### src/rtl/bit_lsr_pkg.sv
// Shared ALU datapath types: operand word and shift-amount widths.
package bit_lsr_pkg;

  localparam int WIDTH = 32;
  localparam int SHW   = 5;

  typedef logic [WIDTH-1:0] word_t;
  typedef logic [SHW-1:0]   shamt_t;

endpackage : bit_lsr_pkg

### src/rtl/bit_lsr_stage.sv
// One barrel-network stage: logical right shift by a fixed DIST when sel is set.
module lsr_stage #(
  parameter int DIST = 1
) (
  input  logic [31:0] din,
  input  logic        sel,
  output logic [31:0] dout
);
  import bit_lsr_pkg::*;

  word_t shifted;

  assign shifted = {{DIST{1'b0}}, din[WIDTH-1:DIST]};
  assign dout    = sel ? shifted : din;

endmodule : lsr_stage

### src/rtl/bit_lsr.sv
// Registered 32-bit logical shift-right: 5-stage barrel network feeding one output register.
module bit_lsr #(
  parameter int WIDTH = 32,
  parameter int SHW   = 5
) (
  input  logic             clk,
  input  logic             rst_n,
  input  logic             in_valid,
  input  logic [WIDTH-1:0] Rin,
  input  logic [SHW-1:0]   n,
  output logic [WIDTH-1:0] Rx,
  output logic             out_valid
);
  import bit_lsr_pkg::*;

  // p0: combinational barrel network, distances 1,2,4,8,16 in order of n bits
  logic [SHW:0][WIDTH-1:0] stg_p0;
  logic [WIDTH-1:0]        rx_p1;
  logic                    vld_p1;

  assign stg_p0[0] = Rin;

  for (genvar k = 0; k < SHW; k++) begin : g_stage
    lsr_stage #(
      .DIST(1 << k)
    ) u_stage (
      .din (stg_p0[k]),
      .sel (n[k]),
      .dout(stg_p0[k+1])
    );
  end

  // p1: output register; the result holds while no new operand arrives
  always_ff @(posedge clk or negedge rst_n) begin
    if (!rst_n) begin
      rx_p1  <= '0;
      vld_p1 <= 1'b0;
    end else begin
      vld_p1 <= in_valid;
      if (in_valid) begin
        rx_p1 <= stg_p0[SHW];
      end
    end
  end

  assign Rx        = rx_p1;
  assign out_valid = vld_p1;

endmodule : bit_lsr

### config.mk
export PLATFORM = sky130hd
export DESIGN_NAME = bit_lsr
export DESIGN_NICKNAME = d
export VERILOG_FILES = /design/src/rtl/bit_lsr_pkg.sv /design/src/rtl/bit_lsr_stage.sv /design/src/rtl/bit_lsr.sv
export SDC_FILE = /design/constraint.sdc
export NUM_CORES = 1
export LEC_CHECK = 0
export ABC_AREA = 1
export CORE_UTILIZATION = 48
export CTS_CLUSTER_SIZE = 28
export DETAILED_ROUTE_END_ITERATION = 6
export PLACE_DENSITY = 0.79
export SYNTH_ARGS = -nofsm -noshare
export SYNTH_HDL_FRONTEND = slang
export SYNTH_HIERARCHICAL = 1
export SYNTH_SLANG_ARGS = --single-unit
export TNS_END_PERCENT = 5
### constraint.sdc
create_clock -name clk -period 0.8 [get_ports clk]
set_input_delay 0.12 -clock clk [delete_from_list [all_inputs] [get_ports clk]]
set_output_delay 0.12 -clock clk [all_outputs]
set_load 0.1 [all_outputs]
; Word-level counts from Yosys, hierarchy flattened
; Index checks and enable logic that the tools add are counted.
[totals]
reg_bits = 33
in_bits = 40
wordCells = 7
[op_classes]
n_mux = 5
[op_table]
columns = op, n
row1 = 32-bit 2-to-1 mux, 5

; Longest topological paths before layout
; Gate-level depths: netlist of the first run.
[depth]
depth_word = 5
depth_mapped = 15

; Cells and area by module
; The synthesis of the first run kept the hierarchy.
[by_module_without_submodules]
columns = module, instances, cells_per_inst, area_each_um2, seq_area_each_um2
row1 = bit_lsr, 1, 137, 1317.5, 825.8
row2 = lsr_stage at g_stage[0].u_stage, 1, 103, 490.5, 0.0
row3 = lsr_stage at g_stage[2].u_stage, 1, 99, 479.2, 0.0
row4 = lsr_stage at g_stage[1].u_stage, 1, 102, 466.7, 0.0
row5 = lsr_stage at g_stage[3].u_stage, 1, 95, 450.4, 0.0
row6 = lsr_stage at g_stage[4].u_stage, 1, 86, 357.8, 0.0

; Worst setup path before layout of the first run
; OpenSTA, ideal clock, no wires.
[synth_path]
path_kind = in2reg
startpoint = input n[0]
endpoint = register rx_p1[31], in the netlist Rx[31]
arrival_time_ns = 1.171
required_ns = 0.733
setup_slack_ns = -0.438
cell_stages = 13
path_buffers = 2
cell_sequence = buf_6 > clkbuf_8 > nor2_1 > inv_1 > nor2_1 > inv_1 > nor2_1 > inv_1 > nor2_1 > inv_1 > nor2_1 > nand2_1 > nand2_1
[synth_rtl]
columns = element, line
row1 = from (decl), bit_lsr.sv:10  ; input logic [SHW-1:0] n,
row2 = to (signal assigned), bit_lsr.sv:41  ; rx_p1 <= stg_p0[SHW];
row3 = to (decl), bit_lsr.sv:18  ; logic [WIDTH-1:0] rx_p1;

==> results of run 1 <==
-- final timing paths --
check                      startpoint         to  slack (ns)  cells after the start
min in group clk             in_valid  out_valid        0.39                      1
max                              n[0]      Rx[0]       -0.36                     15
min reg2reg                    Rx[20]     Rx[20]        0.54                      2
max in group asynchronous       rst_n      Rx[4]        0.41                      2
max reg2reg                    Rx[27]     Rx[27]        0.09                      2
min                             rst_n      Rx[0]        0.20                      2
-- routing by layer --
metal / wire (µm) / global-route usage
met1: 4030 / 0.307
met2: 5060 / 0.486
met3: 509 / 0.0292
met4: 386 / 0.0953
met5: 0 / 0
-- state kept, by name, indices dropped and copies added (netlist names) --
register,cells
Rx,32
out_valid,1
-- stage by stage --
| stage | instance area, µm² | utilization |
|---|---|---|
| 3_3_place_gp | 4510 | 0.625 |
| 3_5_place_dp | 4510 | 0.625 |
| 6_report | 5090 | 0.705 |
| 2_1_floorplan | 3580 | - |
| 4_1_cts | 4850 | 0.673 |
| 5_1_grt | 5090 | 0.705 |
-- cell usage after synthesis --
| library cell | n |
|---|---|
| dfrtp_1 | 33 |
| inv_8 | 4 |
| buf_12 | 5 |
| inv_1 | 31 |
| buf_8 | 1 |
| buf_6 | 17 |
| nand2_1 | 422 |
| nor2_1 | 31 |
| clkbuf_8 | 9 |
| buf_4 | 6 |
| inv_6 | 2 |
| nand2_2 | 61 |
-- placed cells by master, fill, tap and decap left out --
cell             instances
buf_16                   1
inv_2                    7
clkbuf_8                 5
clkdlybuf4s15_2          2
buf_12                  40
nor2_2                  15
buf_4                   13
clkinvlp_4               1
dlygate4sd2_1           32
inv_12                   1
buf_6                    3
inv_6                    4
nand2_2                136
nor2_4                   4
inv_16                   1
inv_1                   24
clkinv_2                 2
clkinv_8                 2
bufbuf_16                2
clkdlybuf4s50_1          4
clkbuf_16                1
inv_8                    3
nand2_4                  7
dfrtp_2                  1
nand2_1                340
nor2_1                  12
dfrtp_1                 32
buf_8                    1
-- final cells by class --
class | instances | share of cell area
flip-flops and latches | 33 | 0.163
repair inverters | 5 | 0.0106
repair buffers | 99 | 0.277
well taps | 99 | 0.0243
inverters | 37 | 0.0393
multi-input cells | 514 | 0.470
clock inverters | 3 | 0.00344
clock buffers | 5 | 0.0135
-- cells by family (layout without fill, tap and decap cells) --
family / Yosys count / in the layout / share of synthesized area
buffers and inverters: 75 / 149 / 0.184
DFF: 33 / 33 / 0.232
and+or+nand+nor: 514 / 514 / 0.584
-- power by group through the flow --
stage               Combinational [mW]  Clock, mW  Sequential, mW
finish                            3.89       1.22            2.00
global route                      4.13       1.33            2.02
CTS                               3.66       1.24            2.00
detailed placement                3.51          0            2.03
global placement                  3.45          0            2.02
floorplan                         1.38          0            3.02
-- critical path, stage by stage --
cell and delay (ns):
buf_8 0.10, buf_12 0.15, clkbuf_16 0.16, nand2_2 0.05, nand2_2 0.06, nand2_1 0.10
nand2_2 0.08, nand2_2 0.08, nand2_2 0.07, nand2_1 0.07, nand2_1 0.07, nand2_1 0.06
nand2_1 0.05, nand2_1 0.07, nand2_1 0.05
-- timing repair --
action                                 CTS  global route
cloned                                   9             1
endpoints found under the hold margin    0             0
pin swaps                               68            70
setup endpoints to repair               65            65
resized for setup                      103            77
==> flow_summary.toml, run 1 <==
[yosys]
ys_seq_area_frac = 0.232
yosys_warnings = 6
syn_inst = 622
synth_area_um2 = 3560
synthTopCellsByArea = "nand2_1 (44%), dfrtp_1 (23%), nand2_2 (11%)"
synth_cell_type_count = 12
synth_top_area_frac = 0.445
synth.ff_latch_count = 33
synth_area_leader_cell = "nand2_1"
avgSynthCellArea_um2 = 5.73
syn_nets = 662

[power_and_ir_drop]
net-switching-power_mw = 3.29
pwr-share-seq = 0.282
p_leak_nw = 2.80
combPwrFrac = 0.547
clock_power_share = 0.171
power.total_mw = 7.10
peakVddDrop_mv = 0.651
intPower_mw = 3.81
p_sw_frac = 0.463
power.density_nw_per_um2 = 1400

[timing]
setup_viol = 65
hold_viol = 0
rsz0062_at_grt = "true"
whs_ns = 0.196
worst_clock_skew_ns = 0
min_period_over_period = 1.45
max_freq_mhz = 859
layout_min_cycle_time_ns = 1.16
fin_ws_ns = -0.364
finalMaxSlewViolations = 0
setup_tns_ns = -15.93
worst_slew_pin_slew_ns = 0.244
relSlewSlack = 0.838

[hold_path]
hold_class = "in2async"

[status]
violations = "setup timing"
outcome = "complete, but fails checks"

[drt]
ant_nets = 0
first_pass_iters = 6
vias = 3961
drtIter0Drc = 309
wl_per_cell_um = 12.6
via_per_inst = 4.98
routed_wl_um = 9990
route.detailed.drc = 0

[clocking]
hold_buffers = 0
htreeDepth = 2
numCtsBuffers = 5
cts_sinks = 33
post-cts-setup-buffer-count = 0
cts-root-buf = "clkbuf_8"
cts_tree = "done"
clock_latency_ns = 0.28
cts.path.max_buffers = 2
clk_pin_slew_ns = 0.07

[placed_design]
hpwl_um = 6800
routabilityCongestion = 0.946
dp.cells = 777
portBuffers = 72
pre_cts_ws_ns = -1.08

[setup_path]
start_kind = "input port"
endpoint_kind = "flop"
critPathKind = "in2reg"
arrival_ns = 1.34
crit_required_ns = 0.98
path_max_fanout = 7

[global_routing]
grt_usage = 0.261
antenna_found_initial = 0
grt_pass1_wl_um = 16000
grt_pass1_vias = 3649
globalRouteOverflowTotal = 0
grt_max_degree = 34

[die]
ios = 73
rows = 31
die_h_um = 88.1
start_util = 0.494
die_area_um2 = 7770
core_area_um2 = 7210
die_w_um = 88.1

[finish]
fillers = 555
final_cells = 795
multi_input_area_um2 = 2390
final-seq-area_um2 = 827
drive_gt1_frac = 0.362
area_growth_syn_to_layout_pct = 42.9
fin_nets = 735
diodes = 0

[run]
cap_violations = 0
No activity file was read; power rests on OpenSTA's default activity.
==> run 2, diff against run 1 <==
- CORE_UTILIZATION: 48 -> 51
- PLACE_DENSITY: 0.79 -> 0.8
- clock period: 0.8 -> 1.4 ns (I/O delays scaled with it)
==> flow_summary.toml, run 2 (synthesis results as in run 1) <==
[global_routing]
antenna_found_initial = 0
grt_usage = 0.244
grt_pass1_wl_um = 14700
grt_max_degree = 35
globalRouteOverflowTotal = 0
grt_pass1_vias = 3342

[clocking]
htreeDepth = 2
cts.path.max_buffers = 2
hold_buffers = 0
cts-root-buf = "clkbuf_8"
clock_latency_ns = 0.28
clk_pin_slew_ns = 0.06
numCtsBuffers = 5
cts_sinks = 33
cts_tree = "done"

[finish]
postLayoutCoreUtil = 0.715
layout_commonest_cell = "nand2_1"
fillers = 556
fin_nets = 727
diodes = 0
drive_gt1_frac = 0.259
final_cell_mix = "nand2_1 (389), nand2_2 (94), buf_12 (42)"
largest_reg_flops = 32
area_growth_syn_to_layout_pct = 35.5

[timing]
setup_viol = 0
finalMaxSlewViolations = 0
min_period_over_period = 0.954
rsz0062_at_grt = "true"
relSlewSlack = 0.811
hold_viol = 0
worst_clock_skew_ns = 0
worst_slew_pin_slew_ns = 0.284
layout_min_cycle_time_ns = 1.34
setup_tns_ns = 0
max_freq_mhz = 749
whs_ns = 0.286

[setup_path]
start_kind = "input port"
arrival_ns = 1.56
crit_required_ns = 1.62
path_max_fanout = 2
endpoint_kind = "flop"
critPathKind = "in2reg"

[drt]
wl_per_cell_um = 11.4
route.detailed.drc = 0
routed_wl_um = 8710
via_per_inst = 4.83
vias = 3704
drtIter0Drc = 230
first_pass_iters = 5
ant_nets = 0

[die]
core_area_um2 = 6760
rows = 30
ios = 73
die_area_um2 = 7320
start_util = 0.527
die_h_um = 85.6
die_w_um = 85.6

[placed_design]
routabilityCongestion = 0.859
hpwl_um = 6440
portBuffers = 72

[power_and_ir_drop]
power.density_nw_per_um2 = 818
p_leak_nw = 2.80
peakVddDrop_mv = 0.310
power.total_mw = 3.95

[run]
cap_violations = 0

[hold_path]
hold_class = "in2async"

[status]
outcome = "finished clean"
run 2: cell types whose count changed in the layout (fill, tap and decap cells not counted), sizes merged:
cell and change:
inv -1, clkinvlp -1, clkbuf +4, buf -5
clkdlybuf4s15 -2, bufbuf -2, dlygate4sd2 -31, clkinv -4
dlymetal6s2s +15, clkdlybuf4s50 +18
run 2: area by class of cell:
type,count,area [µm²],area share
multi-input combinational,514,2200,0.456
tap,80,100,0.0207
inverter,37,191,0.0396
sequential,33,826,0.171
timing repair buffer,94,1410,0.292
timing repair inverter,2,15.0,0.00311
clock buffer,7,86.3,0.0179
run 2: worst paths after layout:
path	start	to	slack, ns	cells after the start
hold / removal	rst_n	Rx[7]	0.29	2
setup / recovery	Rin[16]	Rx[16]	0.06	13
hold reg to reg	Rx[31]	Rx[31]	0.54	2
min in group clk	Rx[31]	Rx[31]	0.54	2
setup reg to reg	Rx[9]	Rx[9]	0.71	2
max in group asynchronous	rst_n	Rx[24]	0.94	2
run 2: report_power, final:
part	leakage (nW)	internal, mW	total [mW]	switching (mW)
logic	2.32	0.770	2.10	1.33
clock network	0.0443	0.389	0.708	0.319
registers	0.439	1.04	1.14	0.106
run 2: repair_timing:
item	CTS	global route
gates resized for setup	20	54
pin swaps	0	28
buffers inserted	0	1
setup endpoints to repair	32	32
gates cloned	2	3
run 2: worst max-delay path: stages:
cell,delay (ns)
clkdlybuf4s50_1,0.49
nand2_1,0.07
nand2_1,0.08
nand2_1,0.07
nand2_2,0.09
nand2_2,0.06
nand2_2,0.07
nand2_1,0.07
nand2_2,0.08
inv_1,0.04
nor2_1,0.08
nand2_1,0.06
nand2_1,0.07
run 2: per-stage QoR:
step                      worst slack (ns)  cell area [µm²]  cells
final                               0.0641             4830    767
after global routing               -0.0560             4830    767
after CTS                          0.00181             4640    763
after detailed placement            -0.624             4490    754
after global placement              -0.593             4490    754
after floorplan                     0.0720             3560    622
run 2: layer usage:
layer | wire length [µm] | GRT usage
met1 | 3830 | 0.312
met4 | 245 | 0.100
met3 | 340 | 0.0260
met5 | 0 | 0
met2 | 4290 | 0.422
==> run 3, diff against run 2 <==
- PLACE_DENSITY: 0.8 -> not set
- PLACE_DENSITY_LB_ADDON: not set -> 0.05
- SLEW_MARGIN: not set -> 0
==> flow_summary.toml, run 3 (synthesis results as in run 1) <==
[drt]
drtIter0Drc = 165
wl_per_cell_um = 10.8
vias = 3607
first_pass_iters = 4
route.detailed.drc = 0
ant_nets = 0
routed_wl_um = 8240
via_per_inst = 4.71

[timing]
min_period_over_period = 0.937
rsz0062_at_grt = "true"
layout_min_cycle_time_ns = 1.31
setup_viol = 0
worst_slew_pin_slew_ns = 0.247
hold_viol = 0
relSlewSlack = 0.835
finalMaxSlewViolations = 0
max_freq_mhz = 762
worst_clock_skew_ns = 0
setup_tns_ns = 0

[power_and_ir_drop]
power.total_mw = 3.90
power.density_nw_per_um2 = 805
p_leak_nw = 2.81
peakVddDrop_mv = 0.355

[finish]
diodes = 0
fin_nets = 725
drive_gt1_frac = 0.262
fillers = 617
largest_reg_flops = 32
area_growth_syn_to_layout_pct = 35.8
final_cell_mix = "nand2_1 (387), nand2_2 (96), buf_12 (41)"
layout_commonest_cell = "nand2_1"

[global_routing]
grt_pass1_vias = 3126
grt_max_degree = 35
antenna_found_initial = 0
grt_usage = 0.232
globalRouteOverflowTotal = 0
grt_pass1_wl_um = 13800

[die]
core_area_um2 = 6760
rows = 30
die_w_um = 85.6
start_util = 0.527
ios = 73
die_area_um2 = 7320
die_h_um = 85.6

[clocking]
clk_pin_slew_ns = 0.06
cts_tree = "done"
cts-root-buf = "clkbuf_8"
htreeDepth = 2
cts.path.max_buffers = 2
clock_latency_ns = 0.28
hold_buffers = 0
cts_sinks = 33
numCtsBuffers = 5

[setup_path]
arrival_ns = 1.53
path_max_fanout = 2
crit_path_end = "Rx[17]"
r2r_end = "Rx[1]"
start_kind = "input port"
regToRegSetupSlack_ns = 0.72
reg2reg_from = "Rx[1]"
endpoint_kind = "flop"
cp-startpoint = "Rin[18]"
r2r_cells = 2
crit_required_ns = 1.62
critPathKind = "in2reg"

[run]
cap_violations = 0

[status]
outcome = "finished clean"

[placed_design]
routabilityCongestion = 0.880
hpwl_um = 6080
portBuffers = 72

[hold_path]
hold_class = "in2async"
## run 3: worst min-delay path by stage
stage                         to  slack [ns]  cells past startpoint  startpoint
after detailed placement  Rx[11]        0.52                      2      Rx[11]
after CTS                  Rx[6]        0.30                      2       rst_n
final                      Rx[6]        0.30                      2       rst_n
after global placement    Rx[17]        0.52                      2      Rx[17]
after global routing       Rx[6]        0.31                      2       rst_n
after floorplan            Rx[0]       -0.09                      0       rst_n
## run 3: stage by stage
step | worst slack (ns) | area, µm² | instances | util | hold slack (ns)
floorplan | 0.0720 | 3560 | 622 | - | -0.0856
global placement | -0.574 | 4440 | 750 | 0.658 | 0.519
detailed placement | -0.612 | 4440 | 750 | 0.658 | 0.523
CTS | 0.00222 | 4670 | 763 | 0.691 | 0.301
global route | -0.0450 | 4840 | 766 | 0.716 | 0.314
finish | 0.0883 | 4840 | 766 | 0.716 | 0.298
## run 3: per-layer routing
layer,wire [µm],vias to the layer above,share of wire,global-route usage
met3,230,13,0.028,0.0241
li1,-,1929,-,-
met4,148,0,0.018,0.0667
met5,0,-,0,0
met2,4110,79,0.50,0.404
met1,3750,1586,0.45,0.305
## run 3: cell type report
type	count	area, µm²	area share
Timing Repair Buffer	93	1410	0.290
Sequential cell	33	826	0.171
Timing Repair inverter	1	8.76	0.00181
Inverter	37	206	0.0427
Clock buffer	6	72.6	0.0150
Tap cell	80	100	0.0207
Multi-Input combinational cell	514	2210	0.457
Clock inverter	2	10.0	0.00207
## run 3: power breakdown
group / leakage (nW) / internal [mW] / switching [mW]
registers: 0.439 / 1.04 / 0.100
clock network: 0.0450 / 0.344 / 0.327
logic: 2.32 / 0.773 / 1.31
total: 2.81 / 2.16 / 1.74
## run 3: repair_timing
action                                  in CTS  in global routing
pin swaps                                    3                 20
endpoints found under the setup margin      32                 32
cloned                                       3                  0
buffers inserted                             2                  3
resized for setup                           22                 63
## run 3: worst max-delay path, stage by stage
cell,delay [ns]
clkdlybuf4s50_1,0.47
nand2_1,0.05
nand2_1,0.08
nand2_1,0.07
nand2_2,0.09
nand2_2,0.05
nand2_2,0.07
nand2_1,0.05
nand2_1,0.09
inv_1,0.05
nor2_1,0.11
nand2_1,0.07
nand2_1,0.07
